**src/rtl/cdb_arbiter.sv**
```systemverilog
// cdb_arbiter: common data bus arbiter for two result sources (ALU, branch).
//
// Each source owns an in-order FIFO of DEPTH {tag,value} entries. Each cycle
// at most one candidate source is chosen round-robin. Its queue head is loaded
// into the registered broadcast outputs.
//
// Optional feature: define CDB_BYPASS_EN to let a winning source with an empty
// queue broadcast its accepted input directly, without enqueuing it.
//
// Ports:
//   clk               - clock, all state on rising edge
//   globalReset       - synchronous active-high reset (beats clear and requests)
//   clear             - flush: empties both queues, drops this cycle's requests
//   aluDataBusReq     - ALU result present;  aluRob / aluResult tag and value
//   aluGrant          - ALU queue has room (registered count only)
//   branchDataBusReq  - branch result present; branchRob / branchResult
//   branchGrant       - branch queue has room
//   validBroadcast    - CDB holds a valid result this cycle
//   robEntry / result - broadcast tag / value (held when not valid)
module cdb_arbiter #(
    parameter int unsigned WIDTH = 31,
    parameter int unsigned ROB   = 2,
    parameter int unsigned DEPTH = 2
) (
    input  logic           clk,
    input  logic           globalReset,
    input  logic           clear,
    input  logic           aluDataBusReq,
    input  logic [ROB:0]   aluRob,
    input  logic [WIDTH:0] aluResult,
    output logic           aluGrant,
    input  logic           branchDataBusReq,
    input  logic [ROB:0]   branchRob,
    input  logic [WIDTH:0] branchResult,
    output logic           branchGrant,
    output logic           validBroadcast,
    output logic [ROB:0]   robEntry,
    output logic [WIDTH:0] result
);

    localparam int unsigned PW = (DEPTH > 1) ? $clog2(DEPTH) : 1;
    localparam int unsigned CW = $clog2(DEPTH + 1);

`ifdef CDB_BYPASS_EN
    localparam bit BYPASS = 1'b1;
`else
    localparam bit BYPASS = 1'b0;
`endif

    // Source index 0 = ALU, 1 = branch.
    logic [ROB:0]   r_tag  [2][DEPTH];
    logic [WIDTH:0] r_val  [2][DEPTH];
    logic [PW-1:0]  r_head [2];
    logic [PW-1:0]  r_tail [2];
    logic [CW-1:0]  r_cnt  [2];
    logic           r_prio_br;  // 1: branch wins a conflict
    logic           r_valid;
    logic [ROB:0]   r_rob;
    logic [WIDTH:0] r_result;

    logic [1:0]     w_req;
    logic [ROB:0]   w_in_tag [2];
    logic [WIDTH:0] w_in_val [2];
    logic [1:0]     w_grant;
    logic [1:0]     w_acc;
    logic [1:0]     w_nonempty;
    logic [1:0]     w_cand;
    logic [1:0]     w_pop;
    logic [1:0]     w_push;
    logic           w_bcast;
    logic           w_sel;
    logic [ROB:0]   w_out_tag;
    logic [WIDTH:0] w_out_val;

    assign w_req       = {branchDataBusReq, aluDataBusReq};
    assign w_in_tag[0] = aluRob;
    assign w_in_tag[1] = branchRob;
    assign w_in_val[0] = aluResult;
    assign w_in_val[1] = branchResult;

    always_comb begin
        w_grant    = '0;
        w_acc      = '0;
        w_nonempty = '0;
        w_cand     = '0;
        w_pop      = '0;
        w_push     = '0;
        for (int s = 0; s < 2; s++) begin
            w_grant[s]    = r_cnt[s] < CW'(DEPTH);
            w_acc[s]      = w_req[s] && w_grant[s] && !clear;
            w_nonempty[s] = r_cnt[s] != '0;
            w_cand[s]     = w_nonempty[s] || (BYPASS && w_acc[s]);
        end
        // clear suppresses the broadcast even when queues are non-empty.
        w_bcast = (w_cand[0] || w_cand[1]) && !clear;
        w_sel   = w_cand[1] && (!w_cand[0] || r_prio_br);
        for (int s = 0; s < 2; s++) begin
            w_pop[s]  = w_bcast && (w_sel == s[0]) && w_nonempty[s];
            // A bypassed input goes straight to the bus and is never stored.
            w_push[s] = w_acc[s] && !(w_bcast && (w_sel == s[0]) && !w_nonempty[s]);
        end
        if (w_nonempty[w_sel]) begin
            w_out_tag = r_tag[w_sel][r_head[w_sel]];
            w_out_val = r_val[w_sel][r_head[w_sel]];
        end else begin
            w_out_tag = w_in_tag[w_sel];
            w_out_val = w_in_val[w_sel];
        end
    end

    // Control state: counts, pointers, priority and broadcast registers.
    always_ff @(posedge clk) begin
        if (globalReset) begin
            for (int s = 0; s < 2; s++) begin
                r_cnt[s]  <= '0;
                r_head[s] <= '0;
                r_tail[s] <= '0;
            end
            r_prio_br <= 1'b1;
            r_valid   <= 1'b0;
            r_rob     <= '0;
            r_result  <= '0;
        end else if (clear) begin
            for (int s = 0; s < 2; s++) begin
                r_cnt[s]  <= '0;
                r_head[s] <= '0;
                r_tail[s] <= '0;
            end
            r_valid <= 1'b0;
        end else begin
            for (int s = 0; s < 2; s++) begin
                if (w_push[s]) begin
                    r_tail[s] <= (r_tail[s] == PW'(DEPTH - 1)) ? '0 : r_tail[s] + 1'b1;
                end
                if (w_pop[s]) begin
                    r_head[s] <= (r_head[s] == PW'(DEPTH - 1)) ? '0 : r_head[s] + 1'b1;
                end
                r_cnt[s] <= r_cnt[s] + CW'(w_push[s]) - CW'(w_pop[s]);
            end
            r_valid <= w_bcast;
            if (w_bcast) begin
                r_rob     <= w_out_tag;
                r_result  <= w_out_val;
                r_prio_br <= !w_sel;
            end
        end
    end

    // Queue storage needs no reset; occupancy is tracked by the counts.
    always_ff @(posedge clk) begin
        if (!globalReset && !clear) begin
            for (int s = 0; s < 2; s++) begin
                if (w_push[s]) begin
                    r_tag[s][r_tail[s]] <= w_in_tag[s];
                    r_val[s][r_tail[s]] <= w_in_val[s];
                end
            end
        end
    end

    assign aluGrant       = w_grant[0];
    assign branchGrant    = w_grant[1];
    assign validBroadcast = r_valid;
    assign robEntry       = r_rob;
    assign result         = r_result;

endmodule

```
**config.mk**
```make
export PLATFORM = sky130hd
export DESIGN_NAME = cdb_arbiter
export DESIGN_NICKNAME = d
export VERILOG_FILES = /design/src/rtl/cdb_arbiter.sv
export SDC_FILE = /design/constraint.sdc
export NUM_CORES = 1
export LEC_CHECK = 0
export BUFFER_PORTS_ARGS = -buffer_cell sky130_fd_sc_hd__buf_2
export CAP_MARGIN = 20
export CORE_UTILIZATION = 30
export CTS_CLUSTER_DIAMETER = 40
export DETAILED_ROUTE_END_ITERATION = 10
export PLACE_DENSITY = 0.55
export SYNTH_ARGS = -nofsm -noshare
export SYNTH_HDL_FRONTEND = slang
export SYNTH_SLANG_ARGS = --single-unit
```
**constraint.sdc**
```tcl
create_clock -name clk -period 6.2 [get_ports clk]
set_input_delay 0.93 -clock clk [delete_from_list [all_inputs] [get_ports clk]]
set_output_delay 0.93 -clock clk [all_outputs]
set_load 0.1 [all_outputs]
```
* Yosys cells after proc, flatten, opt, wreduce, memory -nomap -nowiden
Memories as Yosys holds them, arrays and structs flattened. Cells that the tools add are included.
Word-level totals: memories 5, latch bits 0, ROM bits 0, output and inout port bits 38, register bits after elaboration 37, RAM bits 148
Operators by class: shift-type cells 0, multiply operators 0, divide/modulo/power cells 0, mux-type cells 70, bitwise gates (word level) 18, $lt $le $gt $ge 9, $add $sub $neg 8, equal/unequal tests 0, reduce and logical (&&, ||, !) cells 30
Memories:
- r_val | words 2, bits a word 64, read ports 1, clocked after memory_dff 0, write ports 2, RTL line 52 | logic [WIDTH:0] r_val [2][DEPTH];
- r_tag | words 2, bits a word 6, read ports 1, clocked after memory_dff 0, write ports 2, RTL line 51 | logic [ROB:0] r_tag [2][DEPTH];
- r_cnt | words 2, bits a word 2, read ports 2, clocked after memory_dff 0, write ports 2, RTL line 55 | logic [CW-1:0] r_cnt [2];
- r_head | words 2, bits a word 1, read ports 3, clocked after memory_dff 0, write ports 2, RTL line 53 | logic [PW-1:0] r_head [2];
- r_tail | words 2, bits a word 1, read ports 2, clocked after memory_dff 0, write ports 2, RTL line 54 | logic [PW-1:0] r_tail [2];
Operators by type and width (number):
- 32-bit two-way mux | 9
- 64-bit two-way mux | 2
- 32-bit demux with 1-bit select | 2
- 1-bit two-way mux | 40
- 3-bit two-way mux | 9
- 1-bit logical AND | 17
- 6-bit two-way mux | 2
- 1-bit OR | 12
- 2-bit greater-or-equal comparator (second input constant) | 4
- 2-bit two-way mux | 4
- 1-bit NOT with 2-bit output | 4
- 1-bit logical NOT | 7
- 3-bit demux with 1-bit select | 2
- 1-bit adder (second input constant) | 4
- 2-bit by 1-bit adder with 2-bit output | 2
- 2-bit by 1-bit < comparator with 1-bit output (second input constant) | 2
- 2-bit < comparator (second input constant) | 2
- 2-bit nonzero test | 2
- 2-bit by 1-bit subtractor with 2-bit output | 2
- 1-bit logical OR | 2
- 1-bit by 2-bit < comparator with 1-bit output (second input constant) | 1
- 1-bit NOT | 2
- 2-bit AND reduction | 1
- 2-bit OR reduction | 1

* Longest topological paths before layout
depth after elaboration 14, gate-level depth with buffers 11, depth with buffers taken out 9

* Least setup slack after synthesis
Ideal clock, no wire load.
path kind input -> register, start point in clear, end point mem r_tag[0][3] in the netlist's numbering, enable pin, data required time 5.685 ns, path slack 1.113 ns, path buffers 1, stages on the path 2, arrival time 4.572 ns, cell sequence clkbuf_1 -> nor4_1
RTL lines:
- from (decl) | RTL line 27 | input logic clear,
- to (decl) | RTL line 51

==> results.cfg <==
[finish]
layout.cells.most_common = edfxtp_1
post_route_cells_drive_above_1_share_pct = 34.8
final_cell_mix = edfxtp_1 (148), buf_2 (112), mux2i_1 (70)
layout.nets = 632
area_growth_syn_to_layout_pct = 20.2
layoutNonFillerInstCount = 887
layout.cell_area.non_filler_mm2 = 0.00859

[worst_hold_path]
timing.hold.worst.class = flip-flop to flip-flop

[logic_synthesis]
synth-seq-cells = 185
yosys_warnings = 0
async_sr_flop_fraction_pct = 0
synth_top_area_share_pct = 62.2
ys_types = 34
synth_sequential_area_ratio_pct = 72.6
syn_area_mm2 = 0.00714
synth_top_cell_by_area = edfxtp_1
yosys_most_used_dff = edfxtp_1
syn-mean-instance-area_um2 = 16.1
synth_top_cells_by_area = edfxtp_1 (62%), dfxtp_1 (10%), mux2i_1 (9.8%), a32o_2 (5.5%), nand3_1 (2.5%)
synthesis.instances = 443
edff_count_synth = 148

[routing]
drcViolationCount = 0
via_cell_ratio = 4.68
antenna_left = 0
routed-via-count = 4154
drt-wirelength-per-cell_um = 18.5
routed_wl_mm = 16.4
drt_iter0_markers = 233
drtPass1Iterations = 6

[sta]
hold_violations = 0
tns_ns = 0
fin_worst_skew_ns = 0.00794
setup_viol = 0
grt_setup_unrepaired = no
worst_slew_pin_slew_ns = 1.08
maxSlewHeadroom_pct = 27.9
slew_violations = 0
min_period_ns = 2.79
maxClockFrequency_mhz = 358
timing.final.crit_share_pct = 45.0

[cts]
postCtsHoldBufs = 0
worst_setup_hold_path_clk_slew_ns = 0.07
ctsHtreeMaxLevel = 4
clock_path_buffers = 2
clock-root-buffer = clkbuf_16
postCtsSetupRepairBufs = 0
cts_made_buffers = 17
cts_tree = built
post_cts_resized = 0
clk_latency_ns = 0.42
clock_sinks = 185

[setup_path]
timing.critical_path.cells = o21ba_2, nor3_1, ha_1, inv_1, ha_1, xnor2_1, xnor2_1, nor3_1
critical_path.endpoint_type = flip-flop
critPathSlowestCell = o21ba_2
worst-setup-path-type = flip-flop to flip-flop
cp_arrival_ns = 2.95
worstSetupStartpointType = flip-flop
worst_path_largest_cell_delay_ns = 0.82
critical_path_peak_fanout = 37
worst_ep_required_time_ns = 6.36
regToRegSetupSlack_ns = 3.41

[die]
floorplan_die_width_um = 156
initial_utilization_pct = 30.5
num_rows = 56
die-area_mm2 = 0.0244
die_h_um = 156
io-pin-count = 113
fp.coreArea_mm2 = 0.0234

[flow_run]
maxCapViolCount = 0

[global_route]
grt_first_pass_wirelength_mm = 25.3
globalRoute.totalOverflow = 0
grt_antenna_before_repair = 4
maximum_number_of_pins_on_one_net_before_global_route_repair = 38
number_of_global_route_vias_before_repair = 4364
gr-usage-all-layers_pct = 14.1

[outcome]
status = complete, no violations

[power]
power-per-cell-area_mw_per_mm2 = 329
leakage_uw = 0.00325
irDropWorstVdd_mv = 0.150

[placement]
place_inst = 853
buffer_ports.inserted = 112
detailedPlacementHpwl_mm = 10.7
globalplace.congestion = 0.760
detailed_place.area_mm2 = 0.00804
state kept, by name, summed over array words and instances, names as in the netlist:
register        flops
r_tail              2
r_cnt               4
robEntry            3
r_val             128
result             32
r_head              2
r_tag              12
r_prio_br           1
validBroadcast      1
where the power goes:
group / internal, uW / switching [uW]
combinational: 107 / 298
clock: 562 / 444
sequential: 1380 / 30.7
kinds of logic after synthesis:
| family | share of synthesized area [%] |
|---|---|
| AOI/OAI and AO/OA | 8.84 |
| DFF | 72.6 |
| buffers and inverters | 2.54 |
| other | 0.0525 |
| and+or+nand+nor | 4.99 |
| muxes | 9.81 |
| adders and majority gates | 0.701 |
| xor gates and xnor gates | 0.490 |
cell usage after synthesis, types with 2 or more instances:
master    count
a32o_2       35
and2_1        2
and3_1        2
buf_2        16
buf_6         3
clkbuf_1     11
dfxtp_1      37
edfxtp_1    148
ha_1          4
inv_1         5
inv_2         2
mux2i_1      70
nand2_1       4
nand3_1      35
nor2_1        6
nor2b_1       2
nor3_1        4
nor4_1        4
o21ai_1      35
xnor2_1       4
worst max-delay path: cells and delay by family (launching register included):
kind	cells	cell delay, ns
buffers and inverters	1	0.04
AO/OA/AOI/OAI	1	0.82
adder cells (fa/ha/maj)	2	0.53
flip-flops	1	0.55
AND/OR/NAND/NOR	2	0.28
XOR/XNOR	2	0.30
layout make-up:
cell class | instances | area, um^2
repair buffers | 118 | 606
inverters | 7 | 26.3
multi-input cells | 224 | 1820
well taps | 319 | 399
clock inverters | 12 | 100
clock buffers | 20 | 447
fillers | 2262 | 14800
diodes | 2 | 5.00
flip-flops and latches | 185 | 5180
worst paths after layout:
kind | startpoint | endpoint | cells past startpoint
max | r_cnt[0][1] | r_cnt[0][3] | 8
min | result[14] | result[14] | 1
max reg2reg | r_cnt[0][1] | r_cnt[0][3] | 8
min reg2reg | result[14] | result[14] | 1
stage by stage:
step / setup slack (ns) / hold slack, ns / utilization (%) / total power (uW)
final: 3.41 / 0.481 / 36.7 / 2830
after global routing: 3.22 / 0.493 / 36.7 / 2930
after CTS: 3.43 / 0.481 / 36.7 / 2850
after detailed placement: 3.35 / 0.459 / 34.4 / 1850
after global placement: 3.42 / 0.454 / 34.4 / 1840
after floorplan: 1.11 / 0.470 / - / 1750
layer usage:
layer | global-route usage (%) | part of all wire, %
met1 | 16.4 | 42
met2 | 24.3 | 50
met3 | 4.54 | 6.4
met4 | 5.09 | 0.89
met5 | 0 | 0.16
Note: power is estimated with default switching activity, not from simulation.
